File: config.mk
export PLATFORM = sky130hd
export DESIGN_NAME = fifo_wr_arbiter
export DESIGN_NICKNAME = d
export VERILOG_FILES = /design/src/rtl/fifo_arb_pkg.sv /design/src/rtl/fifo_wr_arbiter_rr.sv /design/src/rtl/fifo_wr_arbiter.sv
export SDC_FILE = /design/constraint.sdc
export NUM_CORES = 1
export LEC_CHECK = 0
export BUFFER_PORTS_ARGS = -buffer_cell sky130_fd_sc_hd__buf_2
export CAP_MARGIN = 10
export CORE_ASPECT_RATIO = 1.2
export CORE_MARGIN = 2
export CORE_UTILIZATION = 40
export DETAILED_ROUTE_END_ITERATION = 10
export GPL_ROUTABILITY_DRIVEN = 1
export GPL_TIMING_DRIVEN = 0
export PLACE_DENSITY = 0.85
export SLEW_MARGIN = 20
export SYNTH_ARGS = -nofsm -noshare
export SYNTH_HDL_FRONTEND = slang
export SYNTH_SLANG_ARGS = --single-unit
File: constraint.sdc
create_clock -name clk -period 1.9 [get_ports clk]
set_input_delay 0.19 -clock clk [delete_from_list [all_inputs] [get_ports clk]]
set_output_delay 0.19 -clock clk [all_outputs]
set_load 0.02 [all_outputs]
File: src/rtl/fifo_arb_pkg.sv
// Shared definitions for the FIFO write-port arbiter.
//   DEF_N_REQ / DEF_WIDTH / DEF_DEPTH / DEF_CNT_W : default parameter values
//   CRED_W  : width of the credit counter for the default depth
//   GIDX_W  : width of a requester index for the default requester count
//   onehot(): index -> one-hot vector, truncated by the caller to N_REQ bits
package fifo_arb_pkg;

  localparam int DEF_N_REQ = 4;
  localparam int DEF_WIDTH = 8;
  localparam int DEF_DEPTH = 8;
  localparam int DEF_CNT_W = 16;

  localparam int CRED_W = $clog2(DEF_DEPTH) + 1;
  localparam int GIDX_W = $clog2(DEF_N_REQ);

  // Widest requester vector onehot() can describe.
  localparam int MAX_REQ = 32;

  function automatic logic [MAX_REQ-1:0] onehot(input int idx);
    return MAX_REQ'(1) << idx;
  endfunction

endpackage

File: src/rtl/fifo_wr_arbiter_rr.sv
// Combinational round-robin picker.
//   eligible : per-requester candidate mask
//   last_gnt : index granted most recently; search starts just after it
//   valid    : at least one requester is eligible
//   winner   : first eligible index from last_gnt+1 upward, wrapping
module rr_arbiter #(
  parameter int N_REQ = 4,
  parameter int IDX_W = 2
) (
  input  logic [N_REQ-1:0] eligible,
  input  logic [IDX_W-1:0] last_gnt,
  output logic             valid,
  output logic [IDX_W-1:0] winner
);

  logic [N_REQ-1:0] rotated;
  int               start_idx;

  // Rotate the request mask so bit 0 is the highest-priority requester;
  // a shift of N_REQ (last_gnt = N_REQ-1) rotates back to the original order.
  // NOTE: every output gets a default before the search so no path infers a latch.
  always_comb begin
    start_idx = int'(last_gnt) + 1;
    rotated   = N_REQ'({eligible, eligible} >> start_idx);
    valid     = 1'b0;
    winner    = '0;
    for (int i = 0; i < N_REQ; i++) begin
      if (!valid && rotated[i]) begin
        valid  = 1'b1;
        winner = IDX_W'((start_idx + i) % N_REQ);
      end
    end
  end

endmodule

File: src/rtl/fifo_wr_arbiter.sv
// Round-robin arbiter sharing one synchronous FIFO write port among N_REQ
// requesters, with credit-based flow control so the FIFO is never written
// when full.
//   clk, rst   : clock, asynchronous active-low reset
//   req        : per-requester valid, held until its ack is seen
//   req_data   : requester i data in bits [i*WIDTH +: WIDTH]
//   ack        : registered one-hot pulse, requester's word was written
//   fifo_wr    : registered FIFO write strobe
//   fifo_din   : registered FIFO write data (holds when idle)
//   fifo_pop   : consumer removed one entry this cycle
//   credit     : free FIFO entries as seen by the arbiter
//   gnt_cnt    : per-requester grant counters (only with ARB_STATS_EN)
// Build option: define ARB_STATS_EN to add the gnt_cnt counters and port.
module fifo_wr_arbiter
  import fifo_arb_pkg::*;
#(
  parameter  int N_REQ     = DEF_N_REQ,
  parameter  int WIDTH     = DEF_WIDTH,
  parameter  int DEPTH     = DEF_DEPTH,
  parameter  int CNT_W     = DEF_CNT_W,
  localparam int CRED_BITS = $clog2(DEPTH) + 1,
  localparam int IDX_BITS  = $clog2(N_REQ)
) (
  input  logic                   clk,
  input  logic                   rst,
  input  logic [N_REQ-1:0]       req,
  input  logic [N_REQ*WIDTH-1:0] req_data,
  output logic [N_REQ-1:0]       ack,
  output logic                   fifo_wr,
  output logic [WIDTH-1:0]       fifo_din,
  input  logic                   fifo_pop,
  output logic [CRED_BITS-1:0]   credit
`ifdef ARB_STATS_EN
  ,
  output logic [N_REQ*CNT_W-1:0] gnt_cnt
`endif
);

  localparam logic [CRED_BITS-1:0] CRED_MAX = CRED_BITS'(DEPTH);

  logic [N_REQ-1:0]     ack_q, ack_d;
  logic                 fifo_wr_q, fifo_wr_d;
  logic [WIDTH-1:0]     fifo_din_q, fifo_din_d;
  logic [CRED_BITS-1:0] credit_q, credit_d;
  logic [IDX_BITS-1:0]  last_gnt_q, last_gnt_d;

  logic [N_REQ-1:0]     eligible;
  logic                 arb_valid;
  logic [IDX_BITS-1:0]  winner;
  logic                 issue;
  logic [WIDTH-1:0]     win_data;

  // A requester acked this cycle still shows its old word; mask it so the
  // same word is never written twice.
  assign eligible = req & ~ack_q;

  rr_arbiter #(
    .N_REQ (N_REQ),
    .IDX_W (IDX_BITS)
  ) u_rr (
    .eligible (eligible),
    .last_gnt (last_gnt_q),
    .valid    (arb_valid),
    .winner   (winner)
  );

  // Only the registered credit gates issue; a pop in the same cycle is
  // credited at the edge, never spent early.
  assign issue = arb_valid && (credit_q != '0);

  always_comb begin
    win_data = '0;
    for (int i = 0; i < N_REQ; i++) begin
      if (winner == IDX_BITS'(i)) begin
        win_data = req_data[i*WIDTH +: WIDTH];
      end
    end
  end

  // Issue and pop together leave credit unchanged; a pop at full credit is
  // illegal upstream and is simply ignored.
  always_comb begin
    credit_d = credit_q;
    if (issue && !fifo_pop) begin
      credit_d = credit_q - CRED_BITS'(1);
    end else if (!issue && fifo_pop && (credit_q != CRED_MAX)) begin
      credit_d = credit_q + CRED_BITS'(1);
    end
  end

  always_comb begin
    ack_d      = '0;
    fifo_wr_d  = 1'b0;
    fifo_din_d = fifo_din_q;
    last_gnt_d = last_gnt_q;
    if (issue) begin
      ack_d      = N_REQ'(onehot(int'(winner)));
      fifo_wr_d  = 1'b1;
      fifo_din_d = win_data;
      last_gnt_d = winner;
    end
  end

  // last_gnt resets to the top index so requester 0 wins the first grant.
  // NOTE: non-blocking assignments so every flop samples pre-edge values.
  always_ff @(posedge clk or negedge rst) begin
    if (!rst) begin
      ack_q      <= '0;
      fifo_wr_q  <= 1'b0;
      fifo_din_q <= '0;
      credit_q   <= CRED_MAX;
      last_gnt_q <= IDX_BITS'(N_REQ - 1);
    end else begin
      ack_q      <= ack_d;
      fifo_wr_q  <= fifo_wr_d;
      fifo_din_q <= fifo_din_d;
      credit_q   <= credit_d;
      last_gnt_q <= last_gnt_d;
    end
  end

  assign ack      = ack_q;
  assign fifo_wr  = fifo_wr_q;
  assign fifo_din = fifo_din_q;
  assign credit   = credit_q;

`ifdef ARB_STATS_EN
  logic [N_REQ-1:0][CNT_W-1:0] gnt_cnt_q, gnt_cnt_d;

  // Counters wrap naturally at 2^CNT_W.
  always_comb begin
    for (int i = 0; i < N_REQ; i++) begin
      gnt_cnt_d[i] = gnt_cnt_q[i] + CNT_W'(ack_q[i]);
    end
  end

  always_ff @(posedge clk or negedge rst) begin
    if (!rst) begin
      gnt_cnt_q <= '0;
    end else begin
      gnt_cnt_q <= gnt_cnt_d;
    end
  end

  assign gnt_cnt = gnt_cnt_q;
`endif

endmodule

==> metrics <==
number of max-cap violations 0; failing checks negative setup slack; Ys Warns 0; ANT cells 0; Syn-to-layout area delta 41.3%; Period minus WS final ~2.0 ns; Synth top area share between 30% and 40%; first drt pass iteration count 4; Slew headroom 71.3%; initial antenna violation count 0; cell family with most CP delay simple AND/OR/NAND/NOR gates; HP Start req_data[9]; number of global-route vias before repair ~1100; hold path cells 3; synthesized cell area about 1100 um2; r2r setup slk -0.06 ns; Worst Setup End Kind flop; worst path required time approximately 2.1 ns; H-tree levels 1; Clock Latency Late Sink just under 0.3 ns; I/O Buffers 55; Core ar. 2600 um2; Slew Viols, Final 0; Antenna Nets Post-Route 0; Worst Hold Endpoint fifo_din[1]; routed wire length between 2000 and 3000 um; CP Cell Sequence or4_4, o41ai_4, nor2_4, xor2_1, ha_2, nor4_2, a31oi_1, xnor2_1; PnR worst setup slack -0.0648 ns; reg2reg path depth 8; CP Class reg2reg; worst-case clock buffer depth 2; measured slew at the worst slew-check pin approximately 0.43 ns; Buffers & Inverters on Critical Path 0; Die W around 52 um; Clock Root Buffer clkbuf_4; Max rail drop VDD 0.000917 V; GRT Total Usage between 20% and 30%; GRT met1 Usage 23.1%; slowest CP cell or4_4; CP peak stage delay roughly 0.54 ns; M2 GR Usage a little under two fifths; grt ovf 0; Iter 0 DRT Violations 10; largest net degree at the start of global routing 20; Final Hold Fails 0; Rows 20; Async SR Flop Fraction 100%; Avg Inst Size Synth about 11 um2; Max Freq a little over 500 MHz; Synth Register Bits 19; I/O pins 56; Final Cycle Share 103%; # setup viols final 2; arrival time worst endpoint ~2.2 ns; Die ar. ~3200 um2; # fillers roughly 250; first-pass GRT wire length between 4000 and 5000 um; TritonCTS Buffers 3; Starting Density a little over two fifths; Core Util, Final 60.5%; EDFF count, synth 0; most frequent cells in the layout buf_2, mux2i_1, nand2_1, dfrtp_1, buf_4; Reg clk slew, reported paths 0.11 ns; total power around 2.7 mW; GPL Wtd Cong between 0.7 and 0.8; sequential cell area around 480 um2; share of post-route cells with drive strength above 1 approximately 55%; Die Height roughly 62 um; global-route met3 utilization ~2.2%; Post-DP HPWL around 2100 um; gr busiest metal met2; status finished with violations; Reg2Reg Launch Point credit[0]; DR WL/cell 14.5 um; routed vias 1080; CP startpoint kind flop; Mapped Cells 99; unrepaired setup endpoints after global routing yes; Yosys top cell by area dfrtp_1; CTS tree built; TritonCTS Sinks 19; most common cell after layout, fill and taps aside buf_2; library cells used by synthesis 39; Lkg Pwr 0.783 nW; Multi-input gate area roughly 620 um2; # DRC 0; setup skew after layout 0.00610 ns; DP Worst Slack -0.335 ns; reg2reg end credit[2]; main area contributors after synthesis dfrtp_1, mux2i_1, dfstp_2; commonest register cell after synthesis dfrtp_1; Hold WS around 0.21 ns; power density over the cells between 1500 and 2000 nW/um2; nets@finish 210; DR vias/cell 5.35; crit path max fanout 2; Syn Nets about 140; register area share after synthesis 43.0%; worst min-delay path category in2reg
-- state kept, by name (all words and copies together) (netlist names) --
register    count
ack             4
credit          4
fifo_din        8
fifo_wr         1
last_gnt_q      2
-- kinds of logic (layout without fill, tap and decap cells) --
group | Yosys count | in the layout | share of synthesized area [%]
muxes | 18 | 18 | 16.6
and+or+nand+nor | 34 | 34 | 17.3
adders and majority gates | 1 | 1 | 1.12
AOI/OAI and AO/OA | 18 | 18 | 15.8
buffers and inverters | 5 | 75 | 2.92
xor gates and xnor gates | 4 | 4 | 3.15
DFF | 19 | 19 | 43.0
-- worst max path at each step --
stage | from | endpoint | slack (ns) | cells after the start
3_5_place_dp | credit[0] | credit[2] | -0.33 | 8
3_3_place_gp | credit[0] | credit[2] | -0.18 | 8
6_report | credit[0] | credit[2] | -0.06 | 8
5_1_grt | credit[0] | credit[2] | -0.17 | 8
4_1_cts | credit[0] | credit[2] | -0.07 | 8
2_1_floorplan | credit[0] | credit[2] | -0.17 | 8
-- per-layer routing --
| metal | wire [um] | part of all wire (%) | vias to the layer above |
|---|---|---|---|
| li1 | - | - | 513 |
| met1 | 1160 | 40 | 523 |
| met2 | 1590 | 54 | 42 |
| met3 | 153 | 5.2 | 2 |
| met4 | 18 | 0.61 | 0 |
| met5 | 0 | 0 | - |
-- synthesized netlist by cell type (all sizes together), types with 2 or more instances --
cell and number:
a21oi 3, o221ai 9, dfstp 3, mux2i 17, nor3 2, nor2b 3
dfrtp 16, nand2b 2, o41ai 2, nand2 15, xnor2 3, buf 4
nor2 3
-- cell type report --
| class | count | share of cell area (%) |
|---|---|---|
| multi-input combinational | 75 | 39.7 |
| sequential | 19 | 30.6 |
| clock buffer | 4 | 1.67 |
| timing repair buffer | 66 | 22.7 |
| tap | 33 | 2.62 |
| buffer | 4 | 2.46 |
| inverter | 1 | 0.238 |
-- through the flow --
stage | setup TNS (ns) | cells | cell area [um2]
3_5_place_dp | -0.465 | 187 | 1430
2_1_floorplan | -0.249 | 99 | 1120
4_1_cts | -0.0999 | 197 | 1520
3_3_place_gp | -0.253 | 187 | 1430
5_1_grt | -0.518 | 202 | 1570
6_report | -0.104 | 202 | 1570
-- tightest hold or removal path: stages --
cell and delay, ns:
buf_2 0.08, mux2i_1 0.05, o221ai_1 0.15
-- repair_timing --
item	4_1_cts	5_1_grt
pin swaps	2	3
resized for setup	2	7
hold buffers	1	0
endpoints found under the hold margin	16	0
gates cloned	0	1
setup endpoints to repair	2	10
buffers inserted	5	5
-- power breakdown --
part	internal [mW]	switching (mW)	total, mW
clock	0.0815	0.117	0.199
combinational	0.765	0.908	1.67
sequential	0.634	0.152	0.787
Note: power is estimated with default switching activity, not from simulation.
